==> src/rtl/interrupt_controller.sv <==
// Level-sensitive interrupt controller: picks the lowest enabled pending line,
// raises a trap request, acknowledges the source and tracks handler return.
//
// state     | meaning
// ----------|----------------------------------------------------------
// S_IDLE    | no interrupt in service; watching enabled requests
// S_TAKE    | trap request raised; ack emitted on the first unstalled cycle
// S_HANDLER | handler running; no nesting, waiting for an unstalled mret
// S_RET     | one-cycle handler-return pulse, then back to idle
module interrupt_controller #(
    parameter int N_IRQ = 16
) (
    input  logic             clk,
    input  logic             rst,
    input  logic [N_IRQ-1:0] irq_req,
    input  logic [31:0]      mie,
    input  logic             exception,
    input  logic             mret,
    input  logic             stall,
    output logic             irq_o,
    output logic [31:0]      irq_cause_o,
    output logic [N_IRQ-1:0] irq_ack_o,
    output logic             irq_ret_o,
    output logic             busy_o
);

    typedef enum logic [1:0] {
        S_IDLE,
        S_TAKE,
        S_HANDLER,
        S_RET
    } state_t;

    state_t           state;
    logic [3:0]       idx;
    logic [3:0]       low_idx;
    logic [N_IRQ-1:0] pend;
    logic             unused_mie;

    // Enable bits above N_IRQ have no line to gate.
    assign unused_mie = ^mie;

    always_comb begin
        pend = irq_req & mie[N_IRQ-1:0];
    end

    // Scan from the top so the lowest set bit wins.
    always_comb begin
        low_idx = 4'd0;
        for (int i = N_IRQ - 1; i >= 0; i--) begin
            if (pend[i]) begin
                low_idx = 4'(i);
            end
        end
    end

    // The ack is the only output that must follow the current stall level.
    always_comb begin
        irq_ack_o = '0;
        if (irq_o && !stall) begin
            irq_ack_o = N_IRQ'(1) << idx;
        end
    end

    always_ff @(posedge clk) begin
        if (rst) begin
            state       <= S_IDLE;
            idx         <= 4'd0;
            irq_cause_o <= 32'd0;
            irq_o       <= 1'b0;
            irq_ret_o   <= 1'b0;
            busy_o      <= 1'b0;
        end else begin
            case (state)
                S_IDLE: begin
                    if ((pend != '0) && !exception && !stall) begin
                        state       <= S_TAKE;
                        idx         <= low_idx;
                        irq_cause_o <= 32'h8000_0010 + {28'd0, low_idx};
                        irq_o       <= 1'b1;
                        busy_o      <= 1'b1;
                    end
                end
                S_TAKE: begin
                    if (!stall) begin
                        state <= S_HANDLER;
                        irq_o <= 1'b0;
                    end
                end
                S_HANDLER: begin
                    if (mret && !stall) begin
                        state     <= S_RET;
                        irq_ret_o <= 1'b1;
                    end
                end
                S_RET: begin
                    state     <= S_IDLE;
                    irq_ret_o <= 1'b0;
                    busy_o    <= 1'b0;
                end
                default: begin
                    state     <= S_IDLE;
                    irq_o     <= 1'b0;
                    irq_ret_o <= 1'b0;
                    busy_o    <= 1'b0;
                end
            endcase
        end
    end

endmodule

==> config.mk <==
export PLATFORM = sky130hd
export DESIGN_NAME = interrupt_controller
export DESIGN_NICKNAME = d
export VERILOG_FILES = /design/src/rtl/interrupt_controller.sv
export SDC_FILE = /design/constraint.sdc
export NUM_CORES = 1
export LEC_CHECK = 0
export ABC_AREA = 1
export CAP_MARGIN = 20
export CORE_ASPECT_RATIO = 1.1
export CORE_MARGIN = 4
export CORE_UTILIZATION = 30
export DETAILED_ROUTE_END_ITERATION = 12
export DONT_BUFFER_PORTS = 1
export GPL_TIMING_DRIVEN = 0
export HOLD_SLACK_MARGIN = 0.03
export PLACE_DENSITY_LB_ADDON = 0.05
export REMOVE_ABC_BUFFERS = 1
export SLEW_MARGIN = 20
export SYNTH_ARGS = -nofsm -noshare
export SYNTH_HDL_FRONTEND = slang
export SYNTH_SLANG_ARGS = --single-unit
==> constraint.sdc <==
create_clock -name clk -period 1.85 [get_ports clk]
set_clock_uncertainty 0.05 [all_clocks]
set_input_delay 0.37 -clock clk [delete_from_list [all_inputs] [get_ports clk]]
set_output_delay 0.37 -clock clk [all_outputs]
set_load 0.01 [all_outputs]
# Word level (Yosys, flattened, before mapping)
# Index checks and enable logic that the tools add are counted.
totals:
  elab_cells: 58
  in_bits: 53
  ff_bits: 41
classes:
  bitwise_logic: 1
  shifts: 1
  reduce_logical: 16
  n_mux: 27
  n_addsub: 1
  eq_ne: 6
ops:
  columns: ["cell", "count"]
  rows:
  - ["two-way mux 4 bit", 16]
  - ["adder 32 x 4 -> 32 bit, first input constant", 1]
  - ["bitwise AND 16 bit", 1]
  - ["two-way mux 16 bit", 1]
  - ["nonzero test 16 bit", 1]
  - ["left shift 1 x 4 -> 16 bit, first input constant", 1]
  - ["one-hot mux 2 bit (4 select lines)", 1]
  - ["two-way mux 2 bit", 3]
  - ["!= test 2 bit, second input constant", 3]
  - ["one-hot mux 1 bit (2 select lines)", 3]
  - ["AND reduction 2 bit", 3]
  - ["AND reduction 3 bit", 2]
  - ["nonzero test 2 bit", 3]
  - ["== test 2 bit, second input constant", 2]
  - ["logical AND 1 bit", 4]
  - ["two-way mux 1 bit", 3]
  - ["== test 2 x 1 -> 1 bit, second input constant", 1]
  - ["zero test 1 bit", 2]
  - ["zero test 2 bit", 1]

# Depth between registers and ports, before layout
logic_depth:
  word_depth: 18
  depth_mapped: 18

# Least setup slack after synthesis
# Ideal clock, no wire load.
synth_path:
  kind: "input -> register"
  from: "in irq_req[8]"
  to: "reg irq_o"
  n_path_buf: 0
  setup_time_ns: 0.066
  cell_stages: 11
  path_slack_ns: 0.380
  arrival_ns: 1.354
  cell_sequence: "nand2_1 -> nand2_4 -> nor2_2 -> nand2_4 -> nor2_2 -> nor3_2 -> inv_2 -> nor2_4 -> inv_2 -> or2_1 -> a21oi_2"
synth_via:
  elab_chain_len: 6
synth_lines:
  columns: ["element", "line", "rtl"]
  rows:
  - ["from (decl)", "15", "input logic [N_IRQ-1:0] irq_req,"]
  - ["bitwise AND 16 bit", "44", "pend = irq_req & mie[N_IRQ-1:0];"]
  - ["nonzero test 16 bit", "76", "if ((pend != '0) && !exception && !stall) begin"]
  - ["logical AND 1 bit (2 in a row)", "76", null]
  - ["!= test 2 bit (no line)", null, null]
  - ["AND reduction 3 bit (no line)", null, null]
  - ["to (signal assigned)", "70", "irq_o <= 1'b0;"]
  - ["to (signal assigned)", "80", "irq_o <= 1'b1;"]
  - ["to (signal assigned)", "87", "irq_o <= 1'b0;"]
  - ["to (decl)", "20", "output logic irq_o,"]
# Every way passes these cells.
# A chain may end at the register's enable or synchronous reset.

# Final worst setup path
layout_path:
  from: "reg irq_o"
  to: "out irq_ack_o[8]"
layout_via:
  elab_chain_len: 2
layout_lines:
  columns: ["element", "line", "rtl"]
  rows:
  - ["logical AND 1 bit", "60", "if (irq_o && !stall) begin"]
  - ["two-way mux 16 bit", "60", null]
  - ["to (decl)", "22", "output logic [N_IRQ-1:0] irq_ack_o,"]
# Every way passes these cells.

==> results.ini <==
[timing]
setup_violations=0
max_freq_mhz=583.3
fin_crit_sh_pct=92.67
hold-worst-slack_ps=101.4
tns_ps=0
drv_slew=0
min_period_ps=1714
hold_violations=0
grt_setup_unrepaired=no

[floorplan]
dieArea_um2=4487
num_io_pins=104
initial_core_util_pct=31.33
std_cell_rows=22
die-width_um=64.23
die_y_um=69.86
core_um2=3331

[layout]
design_area_um2=1017
antennaDiodeCount=0
area_delta_synth_final_pct=-2.518
final_cells=215
drive_gt1_share_pct=11.98
nets=226

[worst_setup_path]
worstPathRequired_ps=1430
start_kind=register
worstSetupEndpoint=irq_ack_o[8]
path_max_fanout=8
cp-startpoint=irq_o
reg2reg_slack_ps=330
r2r_start=state[0]
critPathKind=register to output pin
endpoint_kind=output pin
arrival_ps=1290
rr_worst_depth=8
r2r-end=state[0]

[clock_network]
cts.sinks=10
cts_hold_buf=0
cts_tree=done
cts_setup_buffers=0
clkTransAtPathRegs_ps=70
ctsResizeCount=0
cts.path.max_buffers=2
cts_buffers=3
cts.htree.levels=1
clockRootBuffer=clkbuf_4
clk_latency_ps=270

[placement]
dpl_cell_area_um2=994.7
dpl.cell_count=212
dp_hpwl_mm=1.954
io_buffers=0
place_congestion=0.7746

[yosys]
syn_area_per_cell_um2=6.286
ys_seq_area_share_pct=19.18
synth_cells=166
ys_seq_elements=10
ys.warnings.count=0
syn-cell-area_um2=1044
yosys.cell_types.count=26

[grt]
grt_use_total_pct=9.280
grt_pass1_wl_mm=3.381
grt_pass1_vias=785
grt_overflow_total=0
antenna_found_initial=0
grt_max_degree=9

[run]
maxCapViolCount=0

[routing]
routed_wirelength_mm=2.244
drc=0
detail_route.iter0.violations=12
postRouteAntennaNets=0
vias_per_cell=4.274
dr.pass1.iters=4
wl_per_cell_um=10.44
vias=919

[pwr]
p_clk_share_pct=19.7
pwr-share-comb_pct=40.0
p_sw_share_pct=44.37
intPower_uw=437.2
leakagePower_uw=0.0004804
p_per_area_nw_per_um2=772.5
p_switching_uw=348.6
peakVddDrop_uv=222.6
p_seq_share_pct=40.3

[worst_hold_path]
hold_path_class=primary input to register

[status]
status=complete, no violations

==> sequential cells by signal, summed over array words and instances, names as in the netlist <==
signal       cells
busy_o           1
irq_ret_o        1
irq_cause_o      2
state            2
idx              3
irq_o            1
==> cells by family (layout without fill, tap and decap cells) <==
family / Yosys count / in the layout / share of synthesized area, %
AO/OA/AOI/OAI: 22 / 22 / 12.59
flip-flops: 10 / 10 / 19.18
AND/OR/NAND/NOR: 87 / 87 / 38.25
buffers and inverters: 42 / 18 / 24.82
other: 1 / 26 / 0.3594
adder cells (fa/ha/maj): 4 / 4 / 4.796
==> power groups by stage <==
stage          clock (µW)  combinational [µW]  sequential, µW
2_1_floorplan           0                 269             308
3_5_place_dp            0                 314             322
4_1_cts               157                 316             317
6_report              155                 315             317
5_1_grt               161                 375             325
3_3_place_gp            0                 312             320
==> per-stage QoR <==
| stage | util [%] | worst slack, ps | total power [µW] |
|---|---|---|---|
| 4_1_cts | 30.54 | 124.3 | 790.2 |
| 3_5_place_dp | 29.86 | 273.2 | 636.2 |
| 5_1_grt | 30.54 | 6.291 | 860.2 |
| 3_3_place_gp | 29.86 | 281.8 | 632.4 |
| 2_1_floorplan | - | 380.0 | 576.9 |
| 6_report | 30.54 | 135.7 | 785.8 |
==> layout make-up <==
class / instances / area (µm²)
Clock buffer: 3 / 22.52
Fill cell: 376 / 2313
Inverter: 15 / 56.30
Multi-Input combinational cell: 139 / 678.2
Sequential cell: 10 / 200.2
Tap cell: 48 / 60.06
==> placed cells by master (no fill, tap or decap) <==
master	n
inv_2	2
a21oi_1	8
a21oi_2	1
nand3_2	1
ha_1	4
or2_1	1
inv_1	13
conb_1	26
nand2_1	41
dfxtp_1	10
o31ai_1	2
nor3_2	1
a31oi_1	1
nand2_4	2
a221oi_1	1
nor2_4	1
nand3_1	8
nand4_1	1
a211oi_1	1
o21ai_0	6
o21a_1	1
nand2_2	4
nor2_2	5
clkbuf_4	3
nor2_1	22
o21bai_1	1
==> routing by layer <==
layer	share of wire [%]	GRT usage (%)
met1	39	9.913
met2	45	15.84
met3	13	2.251
met4	2.6	6.338
met5	0	0
==> worst max-delay path, stage by stage (launching register included) <==
cell	delay [ps]
dfxtp_1	410
inv_1	60
nor2_1	120
nand2_1	190
nor2_1	250
==> worst min-delay path by stage <==
stage	startpoint	endpoint	slack, ps	depth (start not counted)
CTS	rst	irq_o	100	1
global route	rst	irq_o	100	1
global placement	rst	irq_o	380	1
floorplan	rst	irq_o	380	1
detailed placement	rst	irq_o	390	1
finish	rst	irq_o	100	1
==> cells in the mapped netlist, drive strengths merged <==
| cell | count | area, µm² |
|---|---|---|
| nand2 | 47 | 201.4 |
| nor2 | 28 | 125.1 |
| buf | 27 | 202.7 |
| inv | 15 | 56.31 |
| dfxtp | 10 | 200.2 |
| a21oi | 9 | 48.80 |
| nand3 | 9 | 50.05 |
| o21ai | 6 | 30.03 |
| ha | 4 | 50.05 |
| o31ai | 2 | 15.01 |
| a211oi | 1 | 7.510 |
| a221oi | 1 | 8.760 |
| a31oi | 1 | 6.260 |
| conb | 1 | 3.750 |
| nand4 | 1 | 6.260 |
| nor3 | 1 | 10.01 |
| o21a | 1 | 7.510 |
| o21bai | 1 | 7.510 |
| or2 | 1 | 6.260 |
(Power assumes the default switching activity.)
